[src/rtl/dyn_pattern_multi_pkg.sv]
// dyn_pattern_multi_pkg: shared defaults, mode encoding and width helpers
// for the multi-channel serial pattern detector.
package dyn_pattern_multi_pkg;

   localparam int MAX_BITS_DEF = 8;
   localparam int NUM_PAT_DEF  = 4;

   typedef enum logic {
      NON_OVERLAP = 1'b0,
      OVERLAP     = 1'b1
   } mode_e;

   // Channel index width, never narrower than one bit.
   function automatic int idx_w(input int n);
      return (n < 2) ? 1 : $clog2(n);
   endfunction

   // Width able to hold a length of 0..m.
   function automatic int len_w(input int m);
      return $clog2(m + 1);
   endfunction

   localparam int IDX_W_DEF = idx_w(NUM_PAT_DEF);
   localparam int LEN_W_DEF = len_w(MAX_BITS_DEF);

endpackage

[src/rtl/dyn_pattern_multi_chan.sv]
// dyn_pattern_chan: one detector channel (stored pattern/len, fill counter,
// compare against the shared buffer, registered match).
// Ports: clk, rst, valid_i, mode_i, mode_chg_i, cfg_wr_i, cfg_pattern_i,
//        cfg_len_i, buf_i (buffer after this cycle's shift), match_d_o, match_o.
module dyn_pattern_chan
   import dyn_pattern_multi_pkg::*;
#(
   parameter int MAX_BITS = MAX_BITS_DEF,
   parameter int LEN_W    = len_w(MAX_BITS)
) (
   input  logic                clk,
   input  logic                rst,
   input  logic                valid_i,
   input  mode_e               mode_i,
   input  logic                mode_chg_i,
   input  logic                cfg_wr_i,
   input  logic [MAX_BITS-1:0] cfg_pattern_i,
   input  logic [LEN_W-1:0]    cfg_len_i,
   input  logic [MAX_BITS-1:0] buf_i,
   output logic                match_d_o,
   output logic                match_o
);

   logic [MAX_BITS-1:0] pat_q;
   logic [LEN_W-1:0]    len_q;
   logic [LEN_W-1:0]    fill_q, fill_d;
   logic                match_q;
   logic [MAX_BITS-1:0] mask;
   logic [LEN_W:0]      fill_p1;
   logic                en, full, hit;

   always_comb begin
      mask = '0;
      for (int b = 0; b < MAX_BITS; b++) begin
         mask[b] = (32'(len_q) > b);
      end
   end

   assign en      = (len_q != '0) && (32'(len_q) <= MAX_BITS);
   assign fill_p1 = {1'b0, fill_q} + {{LEN_W{1'b0}}, 1'b1};
   assign full    = (fill_p1 >= {1'b0, len_q});

   // A config write to this channel suppresses the coincident sample's match.
   assign hit = valid_i && !cfg_wr_i && en && full &&
                ((buf_i & mask) == (pat_q & mask));

   always_comb begin
      fill_d = fill_q;
      if (cfg_wr_i || mode_chg_i) begin
         fill_d = '0;
      end else if (valid_i) begin
         if (hit && (mode_i == NON_OVERLAP)) begin
            fill_d = '0;
         end else if (full) begin
            fill_d = len_q;
         end else begin
            fill_d = fill_p1[LEN_W-1:0];
         end
      end
   end

   always_ff @(posedge clk or posedge rst) begin
      if (rst) begin
         pat_q   <= '0;
         len_q   <= '0;
         fill_q  <= '0;
         match_q <= 1'b0;
      end else begin
         if (cfg_wr_i) begin
            pat_q <= cfg_pattern_i;
            len_q <= cfg_len_i;
         end
         fill_q  <= fill_d;
         match_q <= hit;
      end
   end

   assign match_d_o = hit;
   assign match_o   = match_q;

endmodule

[src/rtl/dyn_pattern_multi.sv]
// dyn_pattern_multi: serial multi-pattern detector with shared shift buffer,
// per-channel configuration and a saturating match counter.
// Ports: clk, rst, valid, in, mode, cfg_we/cfg_idx/cfg_pattern/cfg_len,
//        cnt_clr -> match[NUM_PAT], match_any, match_count[CNT_W].
module dyn_pattern_multi
   import dyn_pattern_multi_pkg::*;
#(
   parameter int MAX_BITS = MAX_BITS_DEF,
   parameter int NUM_PAT  = NUM_PAT_DEF,
   parameter int CNT_W    = 16
) (
   input  logic                        clk,
   input  logic                        rst,
   input  logic                        valid,
   input  logic                        in,
   input  logic                        mode,
   input  logic                        cfg_we,
   input  logic [idx_w(NUM_PAT)-1:0]   cfg_idx,
   input  logic [MAX_BITS-1:0]         cfg_pattern,
   input  logic [len_w(MAX_BITS)-1:0]  cfg_len,
   input  logic                        cnt_clr,
   output logic [NUM_PAT-1:0]          match,
   output logic                        match_any,
   output logic [CNT_W-1:0]            match_count
);

   localparam int LEN_W = len_w(MAX_BITS);

   logic [MAX_BITS-1:0] buf_q, buf_d;
   mode_e               mode_q;
   logic                mode_chg;
   logic [NUM_PAT-1:0]  cfg_wr;
   logic [NUM_PAT-1:0]  match_d;
   logic                any_q;
   logic [CNT_W-1:0]    cnt_q, cnt_d;

   assign buf_d    = valid ? {buf_q[MAX_BITS-2:0], in} : buf_q;
   assign mode_chg = (mode_e'(mode) != mode_q);

   // Indices >= NUM_PAT decode to no channel, so such writes are dropped.
   always_comb begin
      cfg_wr = '0;
      for (int i = 0; i < NUM_PAT; i++) begin
         cfg_wr[i] = cfg_we && (32'(cfg_idx) == i);
      end
   end

   for (genvar g = 0; g < NUM_PAT; g++) begin : g_chan
      dyn_pattern_chan #(
         .MAX_BITS (MAX_BITS),
         .LEN_W    (LEN_W)
      ) u_chan (
         .clk           (clk),
         .rst           (rst),
         .valid_i       (valid),
         .mode_i        (mode_e'(mode)),
         .mode_chg_i    (mode_chg),
         .cfg_wr_i      (cfg_wr[g]),
         .cfg_pattern_i (cfg_pattern),
         .cfg_len_i     (cfg_len),
         .buf_i         (buf_d),
         .match_d_o     (match_d[g]),
         .match_o       (match[g])
      );
   end

   always_comb begin
      cnt_d = cnt_q;
      if (cnt_clr) begin
         cnt_d = '0;
      end else if ((|match_d) && (cnt_q != {CNT_W{1'b1}})) begin
         cnt_d = cnt_q + {{(CNT_W-1){1'b0}}, 1'b1};
      end
   end

   always_ff @(posedge clk or posedge rst) begin
      if (rst) begin
         buf_q  <= '0;
         mode_q <= NON_OVERLAP;
         any_q  <= 1'b0;
         cnt_q  <= '0;
      end else begin
         buf_q  <= buf_d;
         mode_q <= mode_e'(mode);
         any_q  <= |match_d;
         cnt_q  <= cnt_d;
      end
   end

   assign match_any   = any_q;
   assign match_count = cnt_q;

endmodule

[config.mk]
export PLATFORM = sky130hd
export DESIGN_NAME = dyn_pattern_multi
export DESIGN_NICKNAME = d
export VERILOG_FILES = /design/src/rtl/dyn_pattern_multi_pkg.sv /design/src/rtl/dyn_pattern_multi_chan.sv /design/src/rtl/dyn_pattern_multi.sv
export SDC_FILE = /design/constraint.sdc
export NUM_CORES = 1
export LEC_CHECK = 0
export CORE_MARGIN = 4
export CORE_UTILIZATION = 60
export CTS_BUF_LIST = sky130_fd_sc_hd__clkbuf_4
export DETAILED_ROUTE_END_ITERATION = 8
export PLACE_DENSITY = 0.81
export SLEW_MARGIN = 25
export SYNTH_ARGS = -nofsm -noshare
export SYNTH_HDL_FRONTEND = slang
export SYNTH_HIERARCHICAL = 1
export SYNTH_SLANG_ARGS = --single-unit
[constraint.sdc]
create_clock -name clk -period 3.8 [get_ports clk]
set_input_delay 0.76 -clock clk [delete_from_list [all_inputs] [get_ports clk]]
set_output_delay 0.76 -clock clk [all_outputs]
set_load 0.1 [all_outputs]
-- Word-level counts from Yosys, hierarchy flattened
Cells that the tools add are included.
- flip-flop bits (word level): 94
- input port bits: 21
- output and inout port bits: 21
- logic and storage cells: 150
- add/subtract/negate cells: 5
- order comparisons: 40
- eq/ne operators: 9
- mux-type cells: 19
- bitwise operators: 9
- reductions and logical operators: 48
- operators by type and width (cell ; count):
    $and 8x8->8 ; 8
    $gt 4x3->1 const B ; 16
    $mux 4 ; 16
    $eq 8x8->1 ; 4
    $gt 4x1->1 const B ; 8
    $gt 4x2->1 const B ; 8
    $mux 16 ; 2
    $logic_and 1x1->1 ; 29
    $add 4x1->5 const B ; 4
    $ge 5x4->1 ; 4
    $add 16x1->16 const B ; 1
    $le 4x4->1 const B ; 4
    $ne 16x16->1 const B ; 1
    $reduce_bool 4->1 ; 4
    $reduce_bool 2->1 ; 5
    $mux 8 ; 1
    $eq 2x2->1 const B ; 2
    $logic_not 1->1 ; 4
    $logic_or 1x1->1 ; 4
    $reduce_or 4->1 ; 1
    $eq 2x1->1 const B ; 1
    $logic_not 2->1 ; 1
    $ne 1x1->1 ; 1
    $not 1->1 ; 1

-- Logic depth before layout (Yosys ltp)
Gate-level depths: netlist of run 1.
- depth in word-level cells: 11
- gate-level depth with buffers: 13
- depth with buffers taken out: 12

-- By module
The synthesis of run 1 kept the hierarchy.
- modules (own cells, without submodules) (module ; times used ; cells each ; area an instance (um2) ; seq. area each (um2)):
    dyn_pattern_chan (g_chan[0].u_chan ...) ; 3 ; 100 ; 1068.5 ; 425.4
    dyn_pattern_multi ; 1 ; 128 ; 1351.3 ; 650.6
    dyn_pattern_chan (g_chan[3].u_chan) ; 1 ; 103 ; 1067.3 ; 425.4

-- Worst setup path before layout of run 1
Ideal clock, no wire load.
- kind: input -> register
- from: in valid
- to: reg cnt_q[9] (netlist: match_count[9])
- library setup time: 0.125 ns
- data arrival time: 3.382 ns
- data required time: 3.675 ns
- path slack: 0.293 ns
- cell stages on the path: 12
- buffers on the path: 1
- path through: clkbuf_1 > mux2_2 > xnor2_1 > o22ai_1 > nor3_2 > nand3_2 > nor3_2 > nor4_2 > inv_2 > nand3_1 > a2111oi_0 > mux2_2
- word-level cells in the longest chain between the ends: 7
- RTL lines (item ; RTL line ; text):
    from (decl) ; dyn_pattern_multi.sv:14 ; input logic valid,
    $mux 8 ; dyn_pattern_multi.sv:37 ; assign buf_d = valid ? {buf_q[MAX_BITS-2:0], in} : buf_q;
    net buf_d[1] ; dyn_pattern_multi.sv:29 ; logic [MAX_BITS-1:0] buf_q, buf_d;
    $and 8x8->8 ; dyn_pattern_multi_chan.sv:45 ; ((buf_i & mask) == (pat_q & mask));
    $eq 8x8->1 ; dyn_pattern_multi_chan.sv:45 ;
    $logic_and 1x1->1 ; dyn_pattern_multi_chan.sv:44 ; assign hit = valid_i && !cfg_wr_i && en && full &&
    net match_d[0] ; dyn_pattern_multi.sv:33 ; logic [NUM_PAT-1:0] match_d;
    $reduce_or 4->1 ; dyn_pattern_multi.sv:71 ; end else if ((|match_d) && (cnt_q != {CNT_W{1'b1}})) begin
    $logic_and 1x1->1 ; dyn_pattern_multi.sv:71 ;
    $reduce_bool 2->1 (no line) ; -- ;
    to (signal assigned) ; dyn_pattern_multi.sv:86 ; cnt_q <= cnt_d;
    to (decl) ; dyn_pattern_multi.sv:35 ; logic [CNT_W-1:0] cnt_q, cnt_d;
The timed path passes the listed nets, and every way through them passes these cells.
A chain may end at the register's enable or synchronous reset.

-- Worst setup path in the final report of run 1
- from: in valid
- to: reg cnt_q[13] (netlist: match_count[13])
The elaborated chain is that of the path after synthesis.

==> results of run 1 <==
[placed cells by master (no fill, tap or decap), types with 5 or more instances in the layout]
cell type / count
dfrtp_1: 94
and4_1: 5
o21ai_1: 7
nor2_1: 17
nor3_1: 18
mux2_2: 46
nand3_1: 22
clkdlybuf4s50_1: 41
a21oi_1: 11
nand4_1: 7
a31oi_1: 5
nor3_2: 7
mux2_1: 7
nand2_1: 40
clkbuf_4: 9
o31ai_1: 10
o21ai_0: 41
xor2_1: 9
a211oi_1: 5
inv_1: 23
o22ai_1: 7
xnor2_1: 32
buf_4: 27
ha_1: 21
nor2b_1: 6
[metal layers]
metal,global-route usage,vias to the layer above,share of wire
li1,-,2041,-
met1,0.3255,2110,0.43
met2,0.3983,158,0.47
met3,0.03830,44,0.056
met4,0.1218,0,0.040
met5,0,-,0
[cell families (layout without fill, tap and decap cells)]
group | Yosys count | after routing
AOI/OAI and AO/OA | 109 | 109
xor gates and xnor gates | 41 | 41
adders and majority gates | 21 | 21
buffers and inverters | 47 | 109
DFF | 94 | 94
muxes | 58 | 58
and+or+nand+nor | 161 | 161
[sequential cells by signal, indices dropped and copies added (netlist names)]
signal	flops
g_chan.u_chan/pat_q	32
g_chan.u_chan/fill_q	16
g_chan.u_chan/len_q	16
match_count	16
buf_q	8
g_chan.u_chan/match_o	4
match_any	1
mode_q	1
[power groups by stage]
stage	clock, mW	combinational (mW)	sequential (mW)
after detailed placement	0	1.60	1.41
after floorplan	0	1.26	1.37
final	0.557	1.61	1.40
after global placement	0	1.52	1.40
after CTS	0.564	1.61	1.40
after global routing	0.612	1.77	1.43
[through the flow]
stage | std cells | instance area (µm²) | util
final | 704 | 6377 | 0.6935
after global routing | 704 | 6377 | 0.6935
after CTS | 704 | 6377 | 0.6935
after detailed placement | 688 | 6236 | 0.6781
after global placement | 688 | 6236 | 0.6781
after floorplan | 531 | 5624 | -
[cell type report]
class                           count  share of cell area
Sequential cell                    94              0.3688
Inverter                           25             0.01471
Timing Repair Buffer               68             0.09613
Clock inverter                      7             0.01158
Tap cell                          111             0.02178
Clock buffer                        9             0.01059
Multi-Input combinational cell    390              0.4764
[final timing paths]
kind                                       startpoint                         to  cells after the start
min in group asynchronous                         rst            match_count[11]                      2
max in group asynchronous                         rst  g_chan[2].u_chan/pat_q[4]                      2
min                         g_chan[3].u_chan/pat_q[3]  g_chan[3].u_chan/pat_q[3]                      1
min reg2reg                 g_chan[3].u_chan/pat_q[3]  g_chan[3].u_chan/pat_q[3]                      1
max                                             valid            match_count[13]                     15
max reg2reg                g_chan[3].u_chan/fill_q[0]            match_count[13]                     14
[worst max-delay path: stages]
cell	delay, ps
clkdlybuf4s50_1	450
buf_4	180
mux2_2	420
xnor2_1	180
o22ai_1	100
nor3_2	190
nand3_1	130
nor3_1	150
buf_4	160
nor4_2	60
inv_2	70
nand3_1	110
buf_4	180
a2111oi_2	290
mux2_1	360
==> results_dict.tcl, run 1 <==
set metrics [dict create \
    cts_buffers 9 \
    path_clk_slew_ps 150 \
    synth_top_family_by_area "simple AND/OR/NAND/NOR gates" \
    async_flop_share 1.000 \
    min_period_ps 3448 \
    fin_ws_ps 352.4 \
    die_area_mm2 0.01099 \
    finalHoldViolCount 0 \
    port_buffers 41 \
    synthTopCellsByArea "dfrtp_1 (42%), mux2_2 (9.2%), xnor2_1 (5.0%), ha_1 (4.7%), o21ai_0 (3.6%)" \
    synth_seq_area_share 0.4182 \
    synth_edf_count 0 \
    crit_required_ps 4140 \
    powerDensity_mw_per_mm2 559.9 \
    end_kind "flop" \
    ant_nets 0 \
    antenna-diode-count 0 \
    cts_hold_buffers 0 \
    synth_compound_area_frac 0.1410 \
    syn-cell-area_mm2 0.005624 \
    track_usage 0.2472 \
    gp_congestion 0.8372 \
    cellInternalPower_mw 2.140 \
    max-slew-margin-rel 0.3381 \
    vias 4353 \
    r2r_setup_slack_ps 580 \
    critPathKind "primary input to flop" \
    net-switching-power_mw 1.431 \
    grt_max_degree 27 \
    multiInputGateArea_mm2 0.003038 \
    cp-start-kind "primary input" \
    syn_area_per_cell_um2 10.59 \
    area_growth_pct 13.39 \
    fin_hold_ws_ps 552.4 \
    clockPowerShare 0.156 \
    worst_pin_slew_ps 989.8 \
    antenna_found_initial 0 \
    synth_cell_type_count 57 \
    clock_skew_ps 18.03 \
    ys.flop_type "dfrtp_1" \
    rsz0062_at_grt "false" \
    wl_per_cell_um 18.66 \
    initial_core_util 0.6116 \
    worstSkewPairLatency_ps 450 \
    syn_nets 573 \
    htree_levels 3 \
    synth.area.mux_share 0.1159 \
    die_x_um 104.8 \
    clock-sinks 94 \
    ys_ff_latch 94 \
    initialDrtViolationCount 212 \
    power.leakage_nw 2.625 \
    crit_path_max_fanout 10 \
    num-fill-cells 681 \
    cts_tree "built" \
    grt_pass1_wl_um 21870 \
    post_cts_buffers 0 \
    synth_top_cell_by_area "dfrtp_1" \
    ff_latch_area_mm2 0.002352 \
    power_mw 3.571 \
    dr.pass1.iters 7 \
    crit_arrival_ps 3790 \
    vias_per_cell 6.183 \
    wl_um 13140 \
    p_sw_frac 0.4007 \
    synth-adder-area-share 0.04672 \
    period_share 0.9073 \
    drcViolationCount 0 \
    status "finished, final reports clean" \
    pre_cts_ws_ps -143.0 \
    cts_resized 0 \
    synth-simple-area-share 0.1717 \
    cts_buffer_depth 2 \
    row_count 35 \
    pwr-share-comb 0.451 \
    fin_tns_setup_ps 0 \
    synth_top_area_frac 0.4182 \
    cap_violations 0 \
    slew_viol_final 0 \
    setup_viol 0 \
    grt_overflow_total 0 \
    grt_pass1_vias 4462 \
    ioPinCount 42 \
    core-area_mm2 0.009196 \
    nNetsFinal 630 \
    ir_worst_vdd_mv 0.3512 \
    fmax_ghz 0.2901 \
    layout-drive-gt1-share 0.2209 \
    die_height_um 104.8 \
    hp-class "flop to flop" \
    synthXorXnorAreaFrac 0.06385 \
    ys.warnings.count 6 \
    synth_common_cells "dfrtp_1 (94), mux2_2 (46), o21ai_0 (41), nand2_1 (40), xnor2_1 (32)" \
    syn_inst 531 \
    dpl.hpwl_um 9756 \
    cts_root_buffer "clkbuf_4" \
    pwr-share-seq 0.393 \
    synth.most_common_cell "dfrtp_1" \
]
No activity file was read; power rests on OpenSTA's default activity.
==> inputs of run 2 (changes only) <==
- CAP_MARGIN: not set -> 20
- GPL_TIMING_DRIVEN: not set -> 0
==> run 2 against run 1 <==
Compared with the run above:
- clock skew fell by 3.4 ps
- via count decreased by 1.6%
- clock-buffer cell count increased by 1
- critical path depth fell by 3
- power is 2.2% lower
- maximum frequency decreased by 0.81%
- die area unchanged
- setup slack got worse by 28 ps
- critical path type unchanged
- largest power group unchanged
==> results_dict.tcl, run 2 (synthesis results as in run 1) <==
set metrics [dict create \
    antenna_found_initial 0 \
    clock_skew_ps 14.68 \
    port_buffers 41 \
    cp-start-kind "primary input" \
    grt_pass1_wl_um 20650 \
    vias_per_cell 6.143 \
    worst_pin_slew_ps 979.9 \
    post_cts_buffers 0 \
    antenna-diode-count 0 \
    cts_hold_buffers 0 \
    initialDrtViolationCount 210 \
    crit_path_max_fanout 24 \
    fin_ws_ps 324.2 \
    clock-sinks 94 \
    cts_root_buffer "clkbuf_4" \
    wl_per_cell_um 18.06 \
    die_height_um 104.8 \
    crit_required_ps 4140 \
    row_count 35 \
    cts_resized 8 \
    max-slew-margin-rel 0.3447 \
    dpl.hpwl_um 9250 \
    finalHoldViolCount 0 \
    rsz0062_at_grt "false" \
    num-fill-cells 709 \
    cts_tree "built" \
    path_clk_slew_ps 150 \
    core-area_mm2 0.009196 \
    crit_arrival_ps 3810 \
    largest_register_ffs 32 \
    fmax_ghz 0.2877 \
    setup_viol 0 \
    area_growth_pct 12.19 \
    die_area_mm2 0.01099 \
    grt_overflow_total 0 \
    layout_commonest_cell "dfrtp_1" \
    min_period_ps 3476 \
    layout-drive-gt1-share 0.2065 \
    nNetsFinal 624 \
    wl_um 12590 \
    cts_buffer_depth 2 \
    top_register "g_chan.u_chan/pat_q" \
    pre_cts_ws_ps -1705 \
    track_usage 0.2342 \
    ioPinCount 42 \
    htree_levels 3 \
    placed_cell_area_mm2 0.006173 \
    grt_max_degree 27 \
    finalInstanceArea_mm2 0.006310 \
    die_x_um 104.8 \
    initial_core_util 0.6116 \
    grt_pass1_vias 4278 \
    power.leakage_nw 2.572 \
    critPathKind "primary input to flop" \
    powerDensity_mw_per_mm2 553.4 \
    vias 4282 \
    dr.pass1.iters 4 \
    drcViolationCount 0 \
    ant_nets 0 \
    fin_hold_ws_ps 543.0 \
    cap_violations 0 \
    status "finished, final reports clean" \
    cts_buffers 9 \
    ir_worst_vdd_mv 0.3709 \
    gp_congestion 0.8626 \
    slew_viol_final 0 \
    period_share 0.9147 \
    hp-class "flop to flop" \
    worstSkewPairLatency_ps 430 \
    final_cell_mix "dfrtp_1 (94), mux2_2 (46), o21ai_0 (41)" \
    end_kind "flop" \
]
-- run 2: routing by layer --
metal,track usage,up-vias,part of all wire
met5,0,-,0
met3,0.03027,19,0.062
met2,0.3909,128,0.49
li1,-,2031,-
met1,0.3110,2104,0.43
met4,0.09091,0,0.022
-- run 2: power breakdown --
| part | leakage [nW] | internal (mW) | switching [mW] |
|---|---|---|---|
| clock | 0.0697 | 0.201 | 0.331 |
| sequential | 1.19 | 1.18 | 0.174 |
| combinational | 1.31 | 0.722 | 0.879 |
| total | 2.57 | 2.11 | 1.38 |
-- run 2: worst paths after layout --
check,endpoint,start,slack (ps),depth (start not counted)
setup / recovery,match_count[9],valid,320,12
min in group asynchronous,buf_q[6],rst,860,2
hold reg to reg,g_chan[0].u_chan/pat_q[2],g_chan[0].u_chan/pat_q[2],540,1
max in group asynchronous,g_chan[2].u_chan/pat_q[7],rst,2440,2
hold / removal,g_chan[0].u_chan/pat_q[2],g_chan[0].u_chan/pat_q[2],540,1
setup reg to reg,match_count[9],g_chan[3].u_chan/fill_q[0],370,12
-- run 2: layout make-up --
class	instances	area [µm²]	share of cell area
well taps	111	138.9	0.02201
multi-input cells	390	3049	0.4832
clock buffers	10	75.07	0.01190
plain buffers	21	141.4	0.02241
clock inverters	5	51.30	0.008130
flip-flops and latches	94	2352	0.3728
inverters	25	93.84	0.01487
repair buffers	41	407.9	0.06464
-- run 2: metrics by stage --
stage | power (mW) | util | TNS, ps | std cells
after detailed placement | 2.970 | 0.6713 | -19310 | 683
after CTS | 3.504 | 0.6850 | 0 | 697
after floorplan | 2.632 | - | 0 | 531
final | 3.492 | 0.6861 | 0 | 697
after global routing | 3.740 | 0.6861 | 0 | 697
after global placement | 2.883 | 0.6713 | -16490 | 683
-- run 2: critical path, cell delays in order --
cell       delay [ps]
buf_4             290
mux2_2            470
xnor2_1           200
o22ai_1           100
nor3_2            130
nand3_2           130
nor3_2            450
nor4_2            150
inv_2             140
nand3_2           210
a2111oi_2         390
mux2_2            380
==> inputs of run 3 (changes only) <==
- CAP_MARGIN: 20 -> 40
==> run 3 against run 2 <==
Compared with the run above:
- clock skew is 8.1 ps higher
- sequential cell count stayed put
- die area stayed put
- maximum frequency is 4.1% lower
- setup slack worse by 150 ps
- non-clock buffer count is 22 higher
- wire length is 1.5% higher
- sequential power hardly changed
- sequential share of layout area is 1.8 points lower
- first-iteration DRC count is 34% higher
- register-to-register slack worse by 150 ps
==> results_dict.tcl, run 3 (synthesis results as in run 1) <==
set metrics [dict create \
    status "finished, final reports clean" \
    vias_per_cell 6.156 \
    critPathKind "primary input to flop" \
    dpl.hpwl_um 9514 \
    antenna_found_initial 0 \
    placed_cell_area_mm2 0.006504 \
    r2r_setup_slack_ps 220 \
    crit_required_ps 4130 \
    fmax_ghz 0.2759 \
    layout_commonest_cell "dfrtp_1" \
    finalHoldViolCount 0 \
    r2r-end "match_count[9]" \
    die_height_um 104.8 \
    cts_buffers 9 \
    max-slew-margin-rel 0.4797 \
    hp-class "flop to flop" \
    finalInstanceArea_mm2 0.006638 \
    die_area_mm2 0.01099 \
    rsz0062_at_grt "false" \
    layout-drive-gt1-share 0.2306 \
    instances_no_fill 718 \
    power.leakage_nw 2.736 \
    track_usage 0.2434 \
    initialDrtViolationCount 282 \
    fin_hold_ws_ps 543.4 \
    worstSkewPairLatency_ps 430 \
    timing.rr.start "g_chan[2].u_chan/fill_q[0]" \
    crit_path_max_fanout 24 \
    crit_arrival_ps 3960 \
    clock_skew_ps 22.73 \
    top_register "g_chan.u_chan/pat_q" \
    num-fill-cells 655 \
    die_x_um 104.8 \
    grt_pass1_vias 4333 \
    powerDensity_mw_per_mm2 527.8 \
    gp_congestion 0.8626 \
    ioPinCount 42 \
    path_clk_slew_ps 140 \
    worst_pin_slew_ps 777.8 \
    ir_worst_vdd_mv 0.3829 \
    antenna-diode-count 0 \
    area_growth_pct 18.02 \
    drcViolationCount 0 \
    grt_overflow_total 0 \
    vias 4420 \
    core-area_mm2 0.009196 \
    cts_buffer_depth 2 \
    post_cts_buffers 0 \
    row_count 35 \
    hold_end "g_chan[2].u_chan/pat_q[3]" \
    min_period_ps 3625 \
    placedCellCount 705 \
    wl_um 12780 \
    end_kind "flop" \
    cts_root_buffer "clkbuf_4" \
    hold_depth 1 \
    cts_tree "built" \
    min_from "g_chan[2].u_chan/pat_q[3]" \
    startpoint "valid" \
    period_share 0.9539 \
    cp-start-kind "primary input" \
    port_buffers 41 \
    cap_violations 0 \
    grt_max_degree 25 \
    r2r.worst_path.cells 12 \
    dr.pass1.iters 5 \
    nNetsFinal 646 \
    grt_pass1_wl_um 21510 \
    initial_core_util 0.6116 \
    clock-sinks 94 \
    htree_levels 3 \
    slew_viol_final 0 \
    setup_viol 0 \
    largest_register_ffs 32 \
    wl_per_cell_um 17.79 \
    final_cell_mix "dfrtp_1 (94), mux2_2 (46), o21ai_0 (41)" \
    ant_nets 0 \
]
## run 3: what timing repair did
item                                    CTS  global route
endpoints found under the setup margin   16             1
gates resized for setup                   8             2
hold buffers                              0             0
## run 3: stage by stage
step | TNS [ps] | utilization | power [mW] | setup WS (ps)
final | 0 | 0.7218 | 3.503 | 175.2
after global routing | 0 | 0.7218 | 3.763 | 54.59
after detailed placement | -19150 | 0.7072 | 2.986 | -1679
after global placement | -16490 | 0.6713 | 2.883 | -1543
after floorplan | 0 | - | 2.632 | 293.0
after CTS | 0 | 0.7205 | 3.506 | 114.0
## run 3: worst max-delay path: stages
cell       delay (ps)
buf_4             280
mux2_2            460
xnor2_1           210
o22ai_1           110
nor3_2            130
nand3_2           130
nor3_2            440
nor4_2            140
inv_2             130
nand3_1           310
a2111oi_2         440
mux2_2            380
## run 3: layer usage
metal  up-vias  GRT usage  wire (µm)
met4         0    0.06467        237
met3        20    0.03521        741
li1       2066          -          -
met1      2179     0.3232       5447
met2       155     0.4184       6349
met5         -          0          0
## run 3: worst max-delay path by stage
stage	to	slack (ps)
after global routing	match_count[9]	50
after CTS	match_count[9]	110
final	match_count[9]	180
after floorplan	match_count[9]	290
after global placement	match_count[9]	-1540
after detailed placement	match_count[9]	-1680
## run 3: area by class of cell
type / count / area (µm²) / area share
Timing Repair Buffer: 63 / 738.2 / 0.1112
Multi-Input combinational cell: 390 / 3050 / 0.4596
Tap cell: 111 / 138.9 / 0.02092
Clock inverter: 4 / 47.55 / 0.007163
Inverter: 25 / 93.84 / 0.01414
Clock buffer: 10 / 75.07 / 0.01131
Sequential cell: 94 / 2352 / 0.3544
Buffer: 21 / 141.4 / 0.02130
## run 3: report_power, final
group          total, mW  switching, mW  internal, mW
clock              0.521          0.319         0.201
sequential          1.36          0.172          1.18
combinational       1.63          0.889         0.737
total               3.50           1.38          2.12
